**src/rtl/cpu_muldiv.sv**
```systemverilog
// Iterative RV32M multiply/divide unit: radix-2, one iteration per clock.
// Multiply is shift-add and divide is restoring. Both run on operand
// magnitudes in a shared 64-bit accumulator, and the sign is applied when
// the unit moves into DONE.
module cpu_muldiv #(
  parameter bit FAST_SPECIAL = 1'b1
) (
  input  logic        clk,
  input  logic        rst_n,
  input  logic        start,
  input  logic [2:0]  op,
  input  logic [31:0] src_a,
  input  logic [31:0] src_b,
  input  logic        flush,
  output logic        ready,
  output logic        busy,
  output logic        valid,
  output logic [31:0] result
);

  typedef enum logic [1:0] {IDLE, RUN, DONE} state_t;

  localparam logic [2:0] OP_MUL    = 3'b000;
  localparam logic [2:0] OP_MULH   = 3'b001;
  localparam logic [2:0] OP_MULHSU = 3'b010;
  localparam logic [2:0] OP_DIV    = 3'b100;
  localparam logic [2:0] OP_REM    = 3'b110;

  state_t      state;
  logic [5:0]  cnt;
  logic [2:0]  op_q;
  logic [31:0] mag_a, mag_b;
  logic [63:0] acc;      // mul: {partial hi, multiplier}; div: {rem, dividend/quotient}
  logic        neg_q;    // negate the final product / quotient / remainder
  logic        div0_q;
  logic        ovf_q;

  // ---------------- accept-time decode of the incoming request ----------------
  logic        a_sgn, b_sgn;
  logic [31:0] mag_a_in, mag_b_in;
  logic        neg_in, div0_in, ovf_in;

  // Operand signedness, magnitudes, result sign and special-case flags
  always_comb begin
    a_sgn    = src_a[31] & (op == OP_MULH || op == OP_MULHSU || op == OP_DIV || op == OP_REM);
    b_sgn    = src_b[31] & (op == OP_MULH || op == OP_DIV || op == OP_REM);
    mag_a_in = a_sgn ? (~src_a + 32'd1) : src_a;
    mag_b_in = b_sgn ? (~src_b + 32'd1) : src_b;
    div0_in  = op[2] & (src_b == 32'd0);
    ovf_in   = op[2] & ~op[0] & (src_a == 32'h8000_0000) & (src_b == 32'hFFFF_FFFF);
    // A divide by zero must give an all-ones quotient regardless of the
    // dividend sign, so the quotient sign is suppressed in that case.
    if (op[2])
      neg_in = op[1] ? a_sgn : ((a_sgn ^ b_sgn) & ~div0_in);
    else
      neg_in = a_sgn ^ b_sgn;
  end

  // ---------------- one radix-2 iteration ----------------
  logic [32:0] mul_sum;
  logic [32:0] div_sh;
  logic        div_ge;
  logic [31:0] div_sub;
  logic [63:0] acc_nx;

  // Next accumulator value for the current op class
  always_comb begin
    mul_sum = {1'b0, acc[63:32]} + (acc[0] ? {1'b0, mag_a} : 33'd0);
    div_sh  = acc[63:31];
    div_ge  = (div_sh >= {1'b0, mag_b});
    // The difference is below mag_b whenever it is kept, so 32 bits suffice.
    div_sub = div_sh[31:0] - mag_b;
    if (op_q[2])
      acc_nx = div_ge ? {div_sub, acc[30:0], 1'b1} : {acc[62:0], 1'b0};
    else
      acc_nx = {mul_sum, acc[31:1]};
  end

  // ---------------- final result formation ----------------
  logic [63:0] prod_s;
  logic [31:0] qr, qr_s;
  logic [31:0] fin_res;
  logic [31:0] spec_res;
  logic        fast_hit;

  // Sign fix-up and output selection on the post-iteration accumulator
  always_comb begin
    prod_s = neg_q ? (~acc_nx + 64'd1) : acc_nx;
    qr     = op_q[1] ? acc_nx[63:32] : acc_nx[31:0];
    qr_s   = neg_q ? (~qr + 32'd1) : qr;
    case (op_q)
      OP_MUL:                    fin_res = prod_s[31:0];
      3'b001, 3'b010, 3'b011:    fin_res = prod_s[63:32];
      default:                   fin_res = qr_s;
    endcase
    // Early-exit values; the remainder of x/0 is x, rebuilt from its magnitude
    if (div0_q)
      spec_res = op_q[1] ? (neg_q ? (~mag_a + 32'd1) : mag_a) : 32'hFFFF_FFFF;
    else
      spec_res = op_q[1] ? 32'd0 : 32'h8000_0000;
    fast_hit = FAST_SPECIAL & (div0_q | ovf_q);
  end

  // Control FSM with operand latching, iteration and registered result
  always_ff @(posedge clk) begin
    if (!rst_n) begin
      state  <= IDLE;
      cnt    <= 6'd0;
      op_q   <= 3'd0;
      mag_a  <= 32'd0;
      mag_b  <= 32'd0;
      acc    <= 64'd0;
      neg_q  <= 1'b0;
      div0_q <= 1'b0;
      ovf_q  <= 1'b0;
      valid  <= 1'b0;
      result <= 32'd0;
    end else begin
      case (state)
        IDLE: begin
          valid <= 1'b0;
          if (start && !flush) begin
            state  <= RUN;
            cnt    <= 6'd0;
            op_q   <= op;
            mag_a  <= mag_a_in;
            mag_b  <= mag_b_in;
            neg_q  <= neg_in;
            div0_q <= div0_in;
            ovf_q  <= ovf_in;
            acc    <= op[2] ? {32'd0, mag_a_in} : {32'd0, mag_b_in};
          end
        end
        RUN: begin
          if (flush) begin
            state <= IDLE;
          end else if (fast_hit) begin
            state  <= DONE;
            valid  <= 1'b1;
            result <= spec_res;
          end else begin
            acc <= acc_nx;
            cnt <= cnt + 6'd1;
            if (cnt == 6'd31) begin
              state  <= DONE;
              valid  <= 1'b1;
              result <= fin_res;
            end
          end
        end
        DONE: begin
          valid <= 1'b0;
          state <= IDLE;
        end
        default: begin
          valid <= 1'b0;
          state <= IDLE;
        end
      endcase
    end
  end

  assign ready = (state == IDLE);
  assign busy  = ~ready;

endmodule

```
**config.mk**
```make
export PLATFORM = sky130hd
export DESIGN_NAME = cpu_muldiv
export DESIGN_NICKNAME = d
export VERILOG_FILES = /design/src/rtl/cpu_muldiv.sv
export SDC_FILE = /design/constraint.sdc
export NUM_CORES = 1
export LEC_CHECK = 0
export BUFFER_PORTS_ARGS = -buffer_cell sky130_fd_sc_hd__clkbuf_2
export CAP_MARGIN = 10
export CORE_MARGIN = 5
export CORE_UTILIZATION = 50
export CTS_CLUSTER_SIZE = 20
export DETAILED_ROUTE_END_ITERATION = 16
export HOLD_SLACK_MARGIN = 0.03
export PLACE_DENSITY_LB_ADDON = 0.15
export REMOVE_ABC_BUFFERS = 1
export SYNTH_ARGS = -nofsm -noshare
export SYNTH_HDL_FRONTEND = slang
export SYNTH_SLANG_ARGS = --single-unit
```
**constraint.sdc**
```tcl
create_clock -name clk -period 14.2 [get_ports clk]
set_input_delay 2.84 -clock clk [delete_from_list [all_inputs] [get_ports clk]]
set_output_delay 2.84 -clock clk [all_outputs]
set_load 0.01 [all_outputs]
```
# After elaboration in Yosys (flattened, before gate mapping)
# Cells that the tools add are included.
[word_totals] regBits=175 elab_cells=105
[classes] add_sub_neg=8 n_eq_ne=15 n_reduce_logical=19 n_lt_le_gt_ge=1 n_mux=33 bitwise_logic=18
[ops] operator="$mux 32" n=12
[ops] operator="$mux 64" n=6
[ops] operator="$add 32x1->32 const B" n=4
[ops] operator="$not 32->32" n=4
[ops] operator="$pmux 64 s2" n=1
[ops] operator="$add 64x1->64 const B" n=1
[ops] operator="$eq 32x32->1 const B" n=2
[ops] operator="$not 64->64" n=1
[ops] operator="$pmux 32 s2" n=1
[ops] operator="$add 32x32->33" n=1
[ops] operator="$ge 33x32->1" n=1
[ops] operator="$logic_not 32->1" n=1
[ops] operator="$sub 32x32->32" n=1
[ops] operator="$mux 6" n=3
[ops] operator="$pmux 6 s2" n=1
[ops] operator="$eq 3x2->1 const B" n=3
[ops] operator="$mux 2" n=4
[ops] operator="$reduce_and 2->1" n=4
[ops] operator="$and 1x1->1" n=7
[ops] operator="$add 6x1->6 const B" n=1
[ops] operator="$eq 3x1->1 const B" n=2
[ops] operator="$eq 3x3->1 const B" n=2
[ops] operator="$eq 6x5->1 const B" n=1
[ops] operator="$logic_or 1x1->1" n=5
[ops] operator="17 further kinds" n=25

# Longest topological paths before layout
[depth] word_depth=10 ltp_mapped=25 depth_no_buf=22

# Worst setup path after synthesis
# OpenSTA, ideal clock, no wires.
[synth_timing] path_type="input to register" start="in src_a[5]" end="reg acc[28]" setup_time_ns=0.091 t_arrival_ns=5.761 cell_stages=12 setup_slack_ns=8.348 cell_sequence="or4_1 or3_1 or3_1 or2_2 inv_1 nand2_1 or3_1 o21ai_0 o21ai_0 xor2_1 o211ai_1 a311oi_1"
[synth_between] elab_chain_len=6
[synth_lines] item="start: declaration" line_no="12" source="input logic [31:0] src_a,"
[synth_lines] item="$not 32->32" line_no="47" source="mag_a_in = a_sgn ? (~src_a + 32'd1) : src_a;"
[synth_lines] item="$add 32x1->32" line_no="47"
[synth_lines] item="$mux 32" line_no="47"
[synth_lines] item="$mux 32" line_no="131" source="acc <= op[2] ? {32'd0, mag_a_in} : {32'd0, mag_b_in};"
[synth_lines] item="$mux 64" line_no="122" source="if (start && !flush) begin"
[synth_lines] item="$pmux 64 s2" line_no="119" source="case (state)"
[synth_lines] item="end signal: assignment" line_no="131"
[synth_lines] item="end signal: assignment" line_no="142" source="acc <= acc_nx;"
[synth_lines] item="end: declaration" line_no="33" source="logic [63:0] acc;"
# No other way between the ends. The select of a mux whose other input is x is not followed.
# A chain may end at the register's enable or synchronous reset.

# Final worst setup path
[layout_timing] start="reg acc[31]" end="reg result[16]"
[layout_between] elab_chain_len=10 elab_cells_between_ends=14
[layout_lines] item="$sub 32x32->32 or $ge 33x32->1 (tied branches)" line_no="72, 70"
[layout_lines] item="$mux 64" line_no="74" source="acc_nx = div_ge ? {div_sub, acc[30:0], 1'b1} : {acc[62:0], 1'b0};"
[layout_lines] item="$mux 64 (*)" line_no="73" source="if (op_q[2])"
[layout_lines] item="$mux 32" line_no="89" source="qr = op_q[1] ? acc_nx[63:32] : acc_nx[31:0];"
[layout_lines] item="$not 32->32" line_no="90" source="qr_s = neg_q ? (~qr + 32'd1) : qr;"
[layout_lines] item="$add 32x1->32" line_no="90"
[layout_lines] item="$mux 32" line_no="90"
[layout_lines] item="$pmux 32 s2 (*)" line_no="91" source="case (op_q)"
[layout_lines] item="$mux 32 (*)" line_no="144" source="if (cnt == 6'd31) begin"
[layout_lines] item="$mux 32 (*)" line_no="137" source="end else if (fast_hit) begin"
[layout_lines] item="end signal: assignment" line_no="140" source="result <= spec_res;"
[layout_lines] item="end signal: assignment" line_no="147" source="result <= fin_res;"
[layout_lines] item="end: declaration" line_no="18" source="output logic [31:0] result"
# Mark *: on every way between the ends. The rest lies on a longest branch, timed or not. The select of a mux whose other input is x is not followed.

==> flow_metrics.env <==
export IMPL_outcome="completed"
export IMPL_max_slew_margin_pct=14.1
export IMPL_die_h_um=203
export IMPL_synthDominantCellAreaShare_pct=18.9
export IMPL_placementRows=70
export IMPL_first_pass_iters=8
export IMPL_final_area_um2=19800
export IMPL_wl_per_cell_um=26.1
export IMPL_min_from="cnt[5]$_SDFFE_PN0P_"
export IMPL_setup_viol=0
export IMPL_synth_edf_count=0
export IMPL_cp_data_arrival_time_ps=6480
export IMPL_ant_nets=0
export IMPL_synth_cell_type_count=105
export IMPL_synth_area_leader_cell="dfxtp_1"
export IMPL_cts_resized=0
export IMPL_grt_pass1_wl_um=120000
export IMPL_core_area_um2=36600
export IMPL_antennaDiodeCount=0
export IMPL_synth_compound_area_share_pct=32.0
export IMPL_synth_simple_area_share_pct=25.2
export IMPL_placed_area_um2=19200
export IMPL_portBuffers=105
export IMPL_drtIter0Drc=2934
export IMPL_drive_gt1_share_pct=10.1
export IMPL_vias=21000
export IMPL_seq_area_frac_synth_pct=18.9
export IMPL_maxCapViolations=0
export IMPL_period_share_pct=43.1
export IMPL_cts_inserted_buffers=17
export IMPL_synth_area_per_cell_um2=7.05
export IMPL_powerDensity_nw_per_um2=83.9
export IMPL_worst_setup_path_start_kind="flop"
export IMPL_max_freq_mhz=163
export IMPL_remaining_drc_errors=0
export IMPL_max_vdd_ir_drop_uv=67.6
export IMPL_ctsHoldBuffers=0
export IMPL_postCtsSetupBuffers=0
export IMPL_track_usage_pct=37.7
export IMPL_synthTopCellsByCount="nor2_1, nand2_1, a21oi_1"
export IMPL_final_util_pct=54.2
export IMPL_finalClockSkew_ps=12.0
export IMPL_synth_top_family_by_area="compound AO/OA/AOI/OAI gates"
export IMPL_hp_class="reg -> reg"
export IMPL_die_w_um=203
export IMPL_ys_ff_latch=175
export IMPL_reg2reg_depth=22
export IMPL_pre_cts_slack_ps=7820
export IMPL_cellLeakagePower_uw=0.00750
export IMPL_antenna_found_initial=0
export IMPL_clkTransAtPathRegs_ps=80
export IMPL_yosysWarningCount=0
export IMPL_area_growth_pct=7.10
export IMPL_cts_tree="built"
export IMPL_cts_path_max_buffers=2
export IMPL_worstSetupStartpoint="acc[31]$_SDFFE_PN0P_"
export IMPL_crit_required_ps=14560
export IMPL_layout_nets=2752
export IMPL_grt_pass1_vias=19600
export IMPL_slew_violations=0
export IMPL_clock_latency_ps=470
export IMPL_hpwlAfterDp_um=61000
export IMPL_worst_slack_ps=8070
export IMPL_vias_per_cell=6.81
export IMPL_cts_root_buf="clkbuf_16"
export IMPL_place_gp_congestion=1.02
export IMPL_rsz0062_at_grt="false"
export IMPL_initial_core_util_pct=50.6
export IMPL_ctsHtreeMaxLevel=4
export IMPL_yosysMostFrequentCell="nor2_1"
export IMPL_grt_max_degree=101
export IMPL_period_needed_ps=6130
export IMPL_drt_wl_total_um=80600
export IMPL_grt_overflow=0
export IMPL_cp_end_kind="flop"
export IMPL_min_path_cells=2
export IMPL_ios=106
export IMPL_hold_viol=0
export IMPL_tightest_slew_ps=1290
export IMPL_yosys_top_cells_area="dfxtp_1, nor2_1, a21oi_1"
export IMPL_netlist_instances=2629
export IMPL_synthMuxAreaShare_pct=4.33
export IMPL_synthAdderAreaFrac_pct=5.01
export IMPL_die_area_um2=41000
export IMPL_timing_hold_ws_ps=495
export IMPL_final_setup_tns_ps=0
export IMPL_critPathKind="reg -> reg"
export IMPL_dominantRegCellSynth="dfxtp_1"
export IMPL_netlist_area_um2=18500
export IMPL_cts_sinks=175
export IMPL_synth_xor_area_share_pct=9.12
export IMPL_synthArstFlopShare_pct=0
export IMPL_worstPathMaxFanout=23
export IMPL_reg2reg_from="acc[31]$_SDFFE_PN0P_"
through the flow:
| step | std cells | total power, uW |
|---|---|---|
| final | 3089 | 1660 |
| after global routing | 3089 | 1720 |
| after CTS | 3089 | 1640 |
| after detailed placement | 3057 | 1120 |
| after global placement | 3057 | 1110 |
| after floorplan | 2452 | 927 |
worst paths after layout:
check                                 end  slack [ps]
setup / recovery  result[16]$_SDFFE_PN0P_        8070
hold / removal        cnt[5]$_SDFFE_PN0P_         500
setup reg to reg  result[16]$_SDFFE_PN0P_        8070
hold reg to reg       cnt[5]$_SDFFE_PN0P_         500
layout by cell type, fill, tap and decap left out, types with 17 or more instances in the layout:
cell       instances
o41ai_1           18
or3_1             36
nor2_1           288
and2_1            49
o21a_1            21
nand3_1           71
a21oi_1          216
nor3_1            63
o211ai_1          49
nand2b_1          24
dfxtp_1          172
a21o_1            18
buf_4             32
clkbuf_16         18
a211oi_1          96
nand2_1          288
nor2b_1           17
mux2i_1           60
o21ai_0          164
clkbuf_2         105
o31ai_1           37
inv_1             70
xnor2_1           89
nand4_1           40
a31oi_1           50
xor2_1           104
or2_2             19
mux2_2            18
nor4_1            23
ha_1              71
per-layer routing:
layer / vias to the layer above / track usage [%] / share of wire [%]
met5: - / 0 / 0
met4: 0 / 15.8 / 4.5
met3: 197 / 10.3 / 12
met2: 1341 / 56.3 / 42
met1: 9845 / 51.5 / 42
li1: 9654 / - / -
final cells by class:
type | instances | area (um^2)
Clock buffer | 20 | 478
Clock inverter | 12 | 163
Fill cell | 3658 | 16800
Inverter | 74 | 280
Multi-Input combinational cell | 2203 | 14100
Sequential cell | 175 | 3510
Tap cell | 468 | 586
Timing Repair Buffer | 137 | 766
worst max-delay path, cell delays in order (launching register included):
cell and delay [ps]:
dfxtp_1 410, inv_1 200, ha_1 400, nand4_1 270, nor4_1 100, and3_1 220
nor3b_2 170, buf_4 320, a31oi_1 310, inv_1 130, ha_1 170, inv_1 60
a2111o_1 400, nand2b_1 250, a2111oi_4 490, nand3_1 240, a211oi_1 240, nand4_1 370
o41ai_2 530, xor2_1 190, nor2_1 70, a2111oi_2 350, a21oi_1 100
cells by family (layout without fill, tap and decap cells):
group           Yosys count  count (layout)
buf+inv                 251             243
xor+xnor                193             193
flops                   175             175
mux                      78              78
fa+ha+maj                73              73
compound gates          875             875
simple gates            984             984
where the power goes:
part | internal [uW] | switching, uW | leakage (uW) | total, uW
logic | 189 | 390 | 0.00575 | 579
registers | 512 | 39.0 | 0.00143 | 551
clock network | 287 | 247 | 0.000316 | 534
registers in the layout, indices dropped and copies added (netlist names), 2 cells and up:
register / cells
cnt: 6
mag_a: 32
mag_b: 32
acc: 64
state: 2
result: 32
op_q: 3
Note: power is estimated with default switching activity, not from simulation.
